### config.mk
export PLATFORM = sky130hd
export DESIGN_NAME = cpu_mmu_fill_ctl_flat
export DESIGN_NICKNAME = d
export VERILOG_FILES = /design/src/rtl/cpu_mmu_fill_ctl_if.sv /design/src/rtl/cpu_mmu_fill_ctl.sv /design/src/flat_wrapper.sv
export SDC_FILE = /design/constraint.sdc
export NUM_CORES = 1
export LEC_CHECK = 0
export CAP_MARGIN = 20
export CORE_MARGIN = 2
export CORE_UTILIZATION = 50
export CTS_CLUSTER_DIAMETER = 100
export DETAILED_ROUTE_END_ITERATION = 12
export PLACE_DENSITY_LB_ADDON = 0.05
export SLEW_MARGIN = 20
export SYNTH_ARGS = -nofsm -noshare
export SYNTH_HDL_FRONTEND = slang
export SYNTH_SLANG_ARGS = --single-unit
### constraint.sdc
create_clock -name sysclk -period 3.35 [get_ports sysclk]
set_input_delay 0.335 -clock sysclk [delete_from_list [all_inputs] [get_ports sysclk]]
set_output_delay 0.335 -clock sysclk [all_outputs]
set_load 0.02 [all_outputs]
### src/rtl/cpu_mmu_fill_ctl_if.sv
// Bus bundle for the MMU miss/fill sequencer: CPU access handshake, hit
// detector results, memory read port, tag-bank write port and statistics.
// The sequencer uses the slave view; the CPU/memory side uses master.
interface cpu_mmu_fill_ctl_if;
  logic        REQ;
  logic [13:0] CPN_23_10;
  logic        HIT0_n;
  logic        HIT1_n;
  logic        MEM_REQ;
  logic        MEM_ACK;
  logic        MEM_ERR;
  logic        TAG_WE;
  logic        TAG_BANK;
  logic [13:0] TAG_DATA;
  logic        DONE;
  logic        ERR;
  logic        CLR_CNT;
  logic [15:0] HIT_CNT;
  logic [15:0] MISS_CNT;

  modport slave (
    input  REQ, CPN_23_10, HIT0_n, HIT1_n, MEM_ACK, MEM_ERR, CLR_CNT,
    output MEM_REQ, TAG_WE, TAG_BANK, TAG_DATA, DONE, ERR, HIT_CNT, MISS_CNT
  );

  modport master (
    output REQ, CPN_23_10, HIT0_n, HIT1_n, MEM_ACK, MEM_ERR, CLR_CNT,
    input  MEM_REQ, TAG_WE, TAG_BANK, TAG_DATA, DONE, ERR, HIT_CNT, MISS_CNT
  );
endinterface

### src/rtl/cpu_mmu_fill_ctl.sv
// Miss/fill sequencer for the two-bank MMU hit detector. A CPU request is
// looked up; on a miss the page is fetched from memory, its number written
// into the round-robin victim tag bank, and the lookup retried once.
// Saturating first-lookup hit/miss counters are kept for the microcode.
// Every output is a flop loaded from the decode of the state being entered.
module cpu_mmu_fill_ctl #(
  parameter int unsigned TIMEOUT_CYC = 255
) (
  input  logic              sysclk,
  input  logic              sys_rst,
  cpu_mmu_fill_ctl_if.slave bus
);

  typedef enum logic [2:0] {
    ST_IDLE    = 3'd0,
    ST_LOOKUP  = 3'd1,
    ST_FILL    = 3'd2,
    ST_WRTAG   = 3'd3,
    ST_DONE    = 3'd4,
    ST_FAIL    = 3'd5,
    ST_RELEASE = 3'd6
  } state_t;

  // Last timer value of a FILL that still has no ACK; leaving FILL from
  // here keeps MEM_REQ high for exactly TIMEOUT_CYC cycles.
  localparam logic [7:0] TMO_LAST = 8'(TIMEOUT_CYC - 32'd1);

  function automatic logic [15:0] sat_inc(input logic [15:0] v);
    logic [15:0] r;
    if (v == 16'hFFFF) begin
      r = v;
    end else begin
      r = v + 16'd1;
    end
    return r;
  endfunction

  state_t      state_r, state_nx_s;
  logic [13:0] cpn_r, cpn_nx_s;
  logic        retry_r, retry_nx_s;
  logic        victim_r, victim_nx_s;
  logic [7:0]  timer_r, timer_nx_s;
  logic [15:0] hit_cnt_r, hit_cnt_nx_s;
  logic [15:0] miss_cnt_r, miss_cnt_nx_s;
  logic        mem_req_r, mem_req_nx_s;
  logic        tag_we_r, tag_we_nx_s;
  logic        done_r, done_nx_s;
  logic        err_r, err_nx_s;
  logic        hit_s;
  logic        first_lookup_s;
  logic        accept_s;

  assign hit_s          = ~bus.HIT0_n | ~bus.HIT1_n;
  assign first_lookup_s = (state_r == ST_LOOKUP) & ~retry_r;
  assign accept_s       = (state_r == ST_IDLE) & bus.REQ;

  // State register.
  always_ff @(posedge sysclk or posedge sys_rst) begin
    if (sys_rst) begin
      state_r <= ST_IDLE;
    end else begin
      state_r <= state_nx_s;
    end
  end

  // Next-state decode; an ACK in the timer's last cycle beats the timeout.
  always_comb begin
    state_nx_s = state_r;
    case (state_r)
      ST_IDLE: begin
        if (bus.REQ) state_nx_s = ST_LOOKUP;
        else         state_nx_s = ST_IDLE;
      end
      ST_LOOKUP: begin
        if (hit_s)         state_nx_s = ST_DONE;
        else if (!retry_r) state_nx_s = ST_FILL;
        else               state_nx_s = ST_FAIL;
      end
      ST_FILL: begin
        if (bus.MEM_ACK) begin
          if (bus.MEM_ERR) state_nx_s = ST_FAIL;
          else             state_nx_s = ST_WRTAG;
        end else if (timer_r == TMO_LAST) begin
          state_nx_s = ST_FAIL;
        end else begin
          state_nx_s = ST_FILL;
        end
      end
      ST_WRTAG:   state_nx_s = ST_LOOKUP;
      ST_DONE:    state_nx_s = ST_RELEASE;
      ST_FAIL:    state_nx_s = ST_RELEASE;
      ST_RELEASE: begin
        if (bus.REQ) state_nx_s = ST_RELEASE;
        else         state_nx_s = ST_IDLE;
      end
      default:    state_nx_s = ST_IDLE;
    endcase
  end

  // Output and datapath next values, decoded from the state being entered.
  always_comb begin
    mem_req_nx_s = (state_nx_s == ST_FILL);
    tag_we_nx_s  = (state_nx_s == ST_WRTAG);
    done_nx_s    = (state_nx_s == ST_DONE);
    err_nx_s     = (state_nx_s == ST_FAIL);

    if (accept_s) cpn_nx_s = bus.CPN_23_10;
    else          cpn_nx_s = cpn_r;

    if (state_r == ST_WRTAG) retry_nx_s = 1'b1;
    else if (accept_s)       retry_nx_s = 1'b0;
    else                     retry_nx_s = retry_r;

    // Victim advances only when a tag write actually completes.
    if (state_r == ST_WRTAG) victim_nx_s = ~victim_r;
    else                     victim_nx_s = victim_r;

    if ((state_r == ST_FILL) && (state_nx_s == ST_FILL)) timer_nx_s = timer_r + 8'd1;
    else                                                 timer_nx_s = 8'd0;

    // Clear has priority over a same-cycle increment.
    if (bus.CLR_CNT) begin
      hit_cnt_nx_s  = 16'd0;
      miss_cnt_nx_s = 16'd0;
    end else if (first_lookup_s) begin
      if (hit_s) begin
        hit_cnt_nx_s  = sat_inc(hit_cnt_r);
        miss_cnt_nx_s = miss_cnt_r;
      end else begin
        hit_cnt_nx_s  = hit_cnt_r;
        miss_cnt_nx_s = sat_inc(miss_cnt_r);
      end
    end else begin
      hit_cnt_nx_s  = hit_cnt_r;
      miss_cnt_nx_s = miss_cnt_r;
    end
  end

  // Registered outputs and datapath state; reset abandons any fill in flight.
  always_ff @(posedge sysclk or posedge sys_rst) begin
    if (sys_rst) begin
      mem_req_r  <= 1'b0;
      tag_we_r   <= 1'b0;
      done_r     <= 1'b0;
      err_r      <= 1'b0;
      cpn_r      <= 14'd0;
      retry_r    <= 1'b0;
      victim_r   <= 1'b0;
      timer_r    <= 8'd0;
      hit_cnt_r  <= 16'd0;
      miss_cnt_r <= 16'd0;
    end else begin
      mem_req_r  <= mem_req_nx_s;
      tag_we_r   <= tag_we_nx_s;
      done_r     <= done_nx_s;
      err_r      <= err_nx_s;
      cpn_r      <= cpn_nx_s;
      retry_r    <= retry_nx_s;
      victim_r   <= victim_nx_s;
      timer_r    <= timer_nx_s;
      hit_cnt_r  <= hit_cnt_nx_s;
      miss_cnt_r <= miss_cnt_nx_s;
    end
  end

  assign bus.MEM_REQ  = mem_req_r;
  assign bus.TAG_WE   = tag_we_r;
  assign bus.TAG_BANK = victim_r;
  assign bus.TAG_DATA = cpn_r;
  assign bus.DONE     = done_r;
  assign bus.ERR      = err_r;
  assign bus.HIT_CNT  = hit_cnt_r;
  assign bus.MISS_CNT = miss_cnt_r;

endmodule

### src/flat_wrapper.sv
// flat-port wrapper written by rule: the top's interface ports become plain ports
module cpu_mmu_fill_ctl_flat 
#(
  parameter int unsigned TIMEOUT_CYC = 255
)
  (sysclk, sys_rst, bus_REQ, bus_CPN_23_10, bus_HIT0_n, bus_HIT1_n, bus_MEM_ACK, bus_MEM_ERR, bus_CLR_CNT, bus_MEM_REQ, bus_TAG_WE, bus_TAG_BANK, bus_TAG_DATA, bus_DONE, bus_ERR, bus_HIT_CNT, bus_MISS_CNT);
  cpu_mmu_fill_ctl_if bus_i ();
  input  logic sysclk;
  input  logic sys_rst;
  input wire logic [$bits(bus_i.REQ)-1:0] bus_REQ;
  input wire logic [$bits(bus_i.CPN_23_10)-1:0] bus_CPN_23_10;
  input wire logic [$bits(bus_i.HIT0_n)-1:0] bus_HIT0_n;
  input wire logic [$bits(bus_i.HIT1_n)-1:0] bus_HIT1_n;
  input wire logic [$bits(bus_i.MEM_ACK)-1:0] bus_MEM_ACK;
  input wire logic [$bits(bus_i.MEM_ERR)-1:0] bus_MEM_ERR;
  input wire logic [$bits(bus_i.CLR_CNT)-1:0] bus_CLR_CNT;
  output wire logic [$bits(bus_i.MEM_REQ)-1:0] bus_MEM_REQ;
  output wire logic [$bits(bus_i.TAG_WE)-1:0] bus_TAG_WE;
  output wire logic [$bits(bus_i.TAG_BANK)-1:0] bus_TAG_BANK;
  output wire logic [$bits(bus_i.TAG_DATA)-1:0] bus_TAG_DATA;
  output wire logic [$bits(bus_i.DONE)-1:0] bus_DONE;
  output wire logic [$bits(bus_i.ERR)-1:0] bus_ERR;
  output wire logic [$bits(bus_i.HIT_CNT)-1:0] bus_HIT_CNT;
  output wire logic [$bits(bus_i.MISS_CNT)-1:0] bus_MISS_CNT;
  assign bus_i.REQ = bus_REQ;
  assign bus_i.CPN_23_10 = bus_CPN_23_10;
  assign bus_i.HIT0_n = bus_HIT0_n;
  assign bus_i.HIT1_n = bus_HIT1_n;
  assign bus_i.MEM_ACK = bus_MEM_ACK;
  assign bus_i.MEM_ERR = bus_MEM_ERR;
  assign bus_i.CLR_CNT = bus_CLR_CNT;
  assign bus_MEM_REQ = bus_i.MEM_REQ;
  assign bus_TAG_WE = bus_i.TAG_WE;
  assign bus_TAG_BANK = bus_i.TAG_BANK;
  assign bus_TAG_DATA = bus_i.TAG_DATA;
  assign bus_DONE = bus_i.DONE;
  assign bus_ERR = bus_i.ERR;
  assign bus_HIT_CNT = bus_i.HIT_CNT;
  assign bus_MISS_CNT = bus_i.MISS_CNT;
  cpu_mmu_fill_ctl #(.TIMEOUT_CYC(TIMEOUT_CYC)) u_core (.sysclk(sysclk), .sys_rst(sys_rst), .bus(bus_i));
endmodule
==> impl_metrics.csv <==
group,metric,value,unit
status,status,"finished, final reports clean",
synthesis,synth_mux_area_share,11.0,%
sta,setup_viol,0,
clock_network,holdBufCountCts,0,
setup_path,worst-path-max-fanout,10,
setup_path,cp_data_required_time,3.63,ns
synthesis,synthesis.instances,324,
synthesis,synth_fp_nets,350,
route,viasPerCell,5.74,
power_and_ir_drop,peakVddDrop,0.586,mV
synthesis,synth-compound-area-share,9.47,%
clock_network,cts_resized,0,
run,drv_cap,0,
route,wl_per_cell,15.4,µm
clock_network,cts_tree,"built",
synthesis,synth-main-ff-cell,"dfrtp_1",
finish,fin_cells,483,
setup_path,crit_type,"register to register",
global_route,grt_usage,21.5,%
route,postRouteAntennaNets,0,
clock_network,clkLatencyLatePin,0.35,ns
sta,period_share,74.5,%
synthesis,async_flop_share,100,%
sta,period_needed,2.50,ns
synthesis,seq_area_frac_synth,48.5,%
finish,layout_commonest_cell,"clkdlybuf4s50_1",
synthesis,syn_area,3250,µm²
clock_network,path_clk_slew,0.08,ns
synthesis,ys_seq_elements,63,
synthesis,synth_simple_gate_area_share,24.4,%
sta,fin_setup_tns,0,ns
place,gp_congestion,0.798,
route,first_pass_iters,4,
finish,layout.nets,427,
sta,rsz0062_at_grt,"false",
finish,syn2layout_area_growth,33.3,%
synthesis,synth_xor_area_share,1.89,%
floorplanning,row_count,29,
setup_path,critPathLaunchType,"register",
setup_path,crit_buf_inv,0,
setup_path,crit_family,"simple AND/OR/NAND/NOR gates",
finish,final_cell_mix,"72 x clkdlybuf4s50_1, 63 x dfrtp_1, 34 x nor2_1",
route,drt_iter0_drc,175,
sta,fmax,401,MHz
finish,diodes,0,
global_route,overflow,0,
synthesis,synthAdderAreaFrac,1.54,%
global_route,grt_pass1_wl,12200,µm
floorplanning,die_x,84.6,µm
setup_path,worstSetupEndpointType,"register",
route,drc,0,
sta,timing.final.hold_violations,0,
global_route,grt_max_degree,51,
synthesis,synth_top_family_by_area,"simple AND/OR/NAND/NOR gates",
power_and_ir_drop,powerDensity,625,nW/µm²
sta,worst_pin_slew,0.812,ns
place,place_hpwl,5140,µm
place,dp.cells,467,
synthesis,synth_cell_types,41,
setup_path,cp_slowest_cell,"or4_1",
finish,drive_gt1_share,14.3,%
floorplanning,coreArea,6310,µm²
floorplanning,dieArea,7160,µm²
global_route,grt_pass1_vias,2584,
power_and_ir_drop,p_leak,0.00174,µW
sta,slew_violations,0,
global_route,antenna_found_initial,0,
clock_network,clock-root-buffer,"clkbuf_8",
synthesis,synth_area_per_cell,10.0,µm²
floorplanning,start_util,51.5,%
setup_path,path_cells,"or4b_4 > or4_1 > or4_1 > a21oi_1",
place,io_buffers,72,
route,drt-total-wl,7420,µm
clock_network,numCtsBuffers,9,
setup_path,cp.arrival,2.78,ns
finish,num-fill-cells,514,
synthesis,yosys_warnings,0,
min_path,hold_class,"input port to asynchronous set/reset pin",
floorplanning,dieHeight,84.6,µm
route,num_vias,2774,
setup_path,critPathMostFrequentCell,"or4_1",
clock_network,cts_sinks,63,
sta,finClkSkew,0.00934,ns
synthesis,synth_edf_count,0,
clock_network,h-tree-depth,3,
clock_network,cts_buffer_depth,2,
clock_network,cts_setup_buffers,0,
sta,slew_headroom,45.4,%
floorplanning,io_pins,73,
setup_path,slowest_delay,0.65,ns
## registers in the layout, indices dropped and copies added, names as in the netlist
signal / cells
u_core.state_r: 3
u_core.timer_r: 8
u_core.bus.MISS_CNT: 16
u_core.bus.TAG_BANK: 1
u_core.bus.TAG_DATA: 14
u_core.bus.HIT_CNT: 16
u_core.bus.TAG_WE: 1
u_core.retry_r: 1
u_core.bus.MEM_REQ: 1
u_core.bus.ERR: 1
u_core.bus.DONE: 1
## layout make-up
| class | instances | area, µm² | area share, % |
|---|---|---|---|
| Sequential cell | 63 | 1580 | 36.4 |
| Inverter | 12 | 45.0 | 1.04 |
| Clock inverter | 7 | 145 | 3.35 |
| Tap cell | 77 | 96.3 | 2.22 |
| Clock buffer | 9 | 124 | 2.86 |
| Timing Repair Buffer | 79 | 773 | 17.9 |
| Multi-Input combinational cell | 236 | 1570 | 36.3 |
## worst reg2reg max path, stage by stage, from the launching register on
cell and delay (ns):
dfrtp_1 0.47, or4b_4 0.62, or4_1 0.65, or4_1 0.54, a21oi_1 0.15
## cell usage after synthesis (all sizes together), types with 5 or more instances
library cell	count	area [µm²]
a211oi	6	45.0
a21oi	18	90.1
and3	5	31.3
clkbuf	11	41.3
dfrtp	63	1580
inv	12	45.0
mux2	30	338
nand2	17	63.8
nand2b	7	43.8
nand3	11	55.1
nand4	11	68.8
nor2	34	128
nor2b	17	106
nor3	11	55.1
nor4	6	37.5
o31ai	7	52.6
or4	9	67.6
xor2	5	43.8
## power by group
part | total (µW) | internal, µW | switching [µW]
clock network | 893 | 572 | 322
registers | 1010 | 904 | 111
logic | 801 | 408 | 393
## cell families (layout without fill, tap and decap cells)
logic type      count (synthesis)  after routing
simple gates                  145            145
flops                          63             63
buf+inv                        25            107
compound gates                 48             48
mux                            32             32
xor+xnor                        7              7
fa+ha+maj                       4              4
## final timing paths
check,startpoint,to,slack [ns],cells after the start
max,u_core.state_r[1],u_core.bus.MISS_CNT[13],0.85,4
min in group sysclk,u_core.bus.TAG_BANK,u_core.bus.TAG_BANK,0.48,1
max in group asynchronous,sys_rst,u_core.bus.HIT_CNT[3],2.42,3
min,sys_rst,u_core.bus.TAG_DATA[4],0.25,2
min reg2reg,u_core.bus.TAG_BANK,u_core.bus.TAG_BANK,0.48,1
max reg2reg,u_core.state_r[1],u_core.bus.MISS_CNT[13],0.85,4
## stage by stage
step | setup WS, ns | power [µW] | area (µm²) | hold slack, ns | utilization, %
2_1_floorplan | 1.02 | 1490 | 3250 | 0.487 | -
3_3_place_gp | 0.963 | 1810 | 4060 | 0.463 | 64.3
3_5_place_dp | 0.907 | 1830 | 4060 | 0.472 | 64.3
4_1_cts | 0.874 | 2730 | 4330 | 0.257 | 68.6
5_1_grt | 0.712 | 2830 | 4330 | 0.288 | 68.6
6_report | 0.854 | 2710 | 4330 | 0.249 | 68.6
## metal layers
| layer | global-route usage (%) | wire, µm | vias up |
|---|---|---|---|
| li1 | - | - | 1342 |
| met1 | 29.2 | 3380 | 1351 |
| met2 | 33.1 | 3550 | 66 |
| met3 | 4.33 | 284 | 15 |
| met5 | 0 | 0 | - |
| met4 | 10.4 | 200 | 0 |
(Power assumes the default switching activity.)
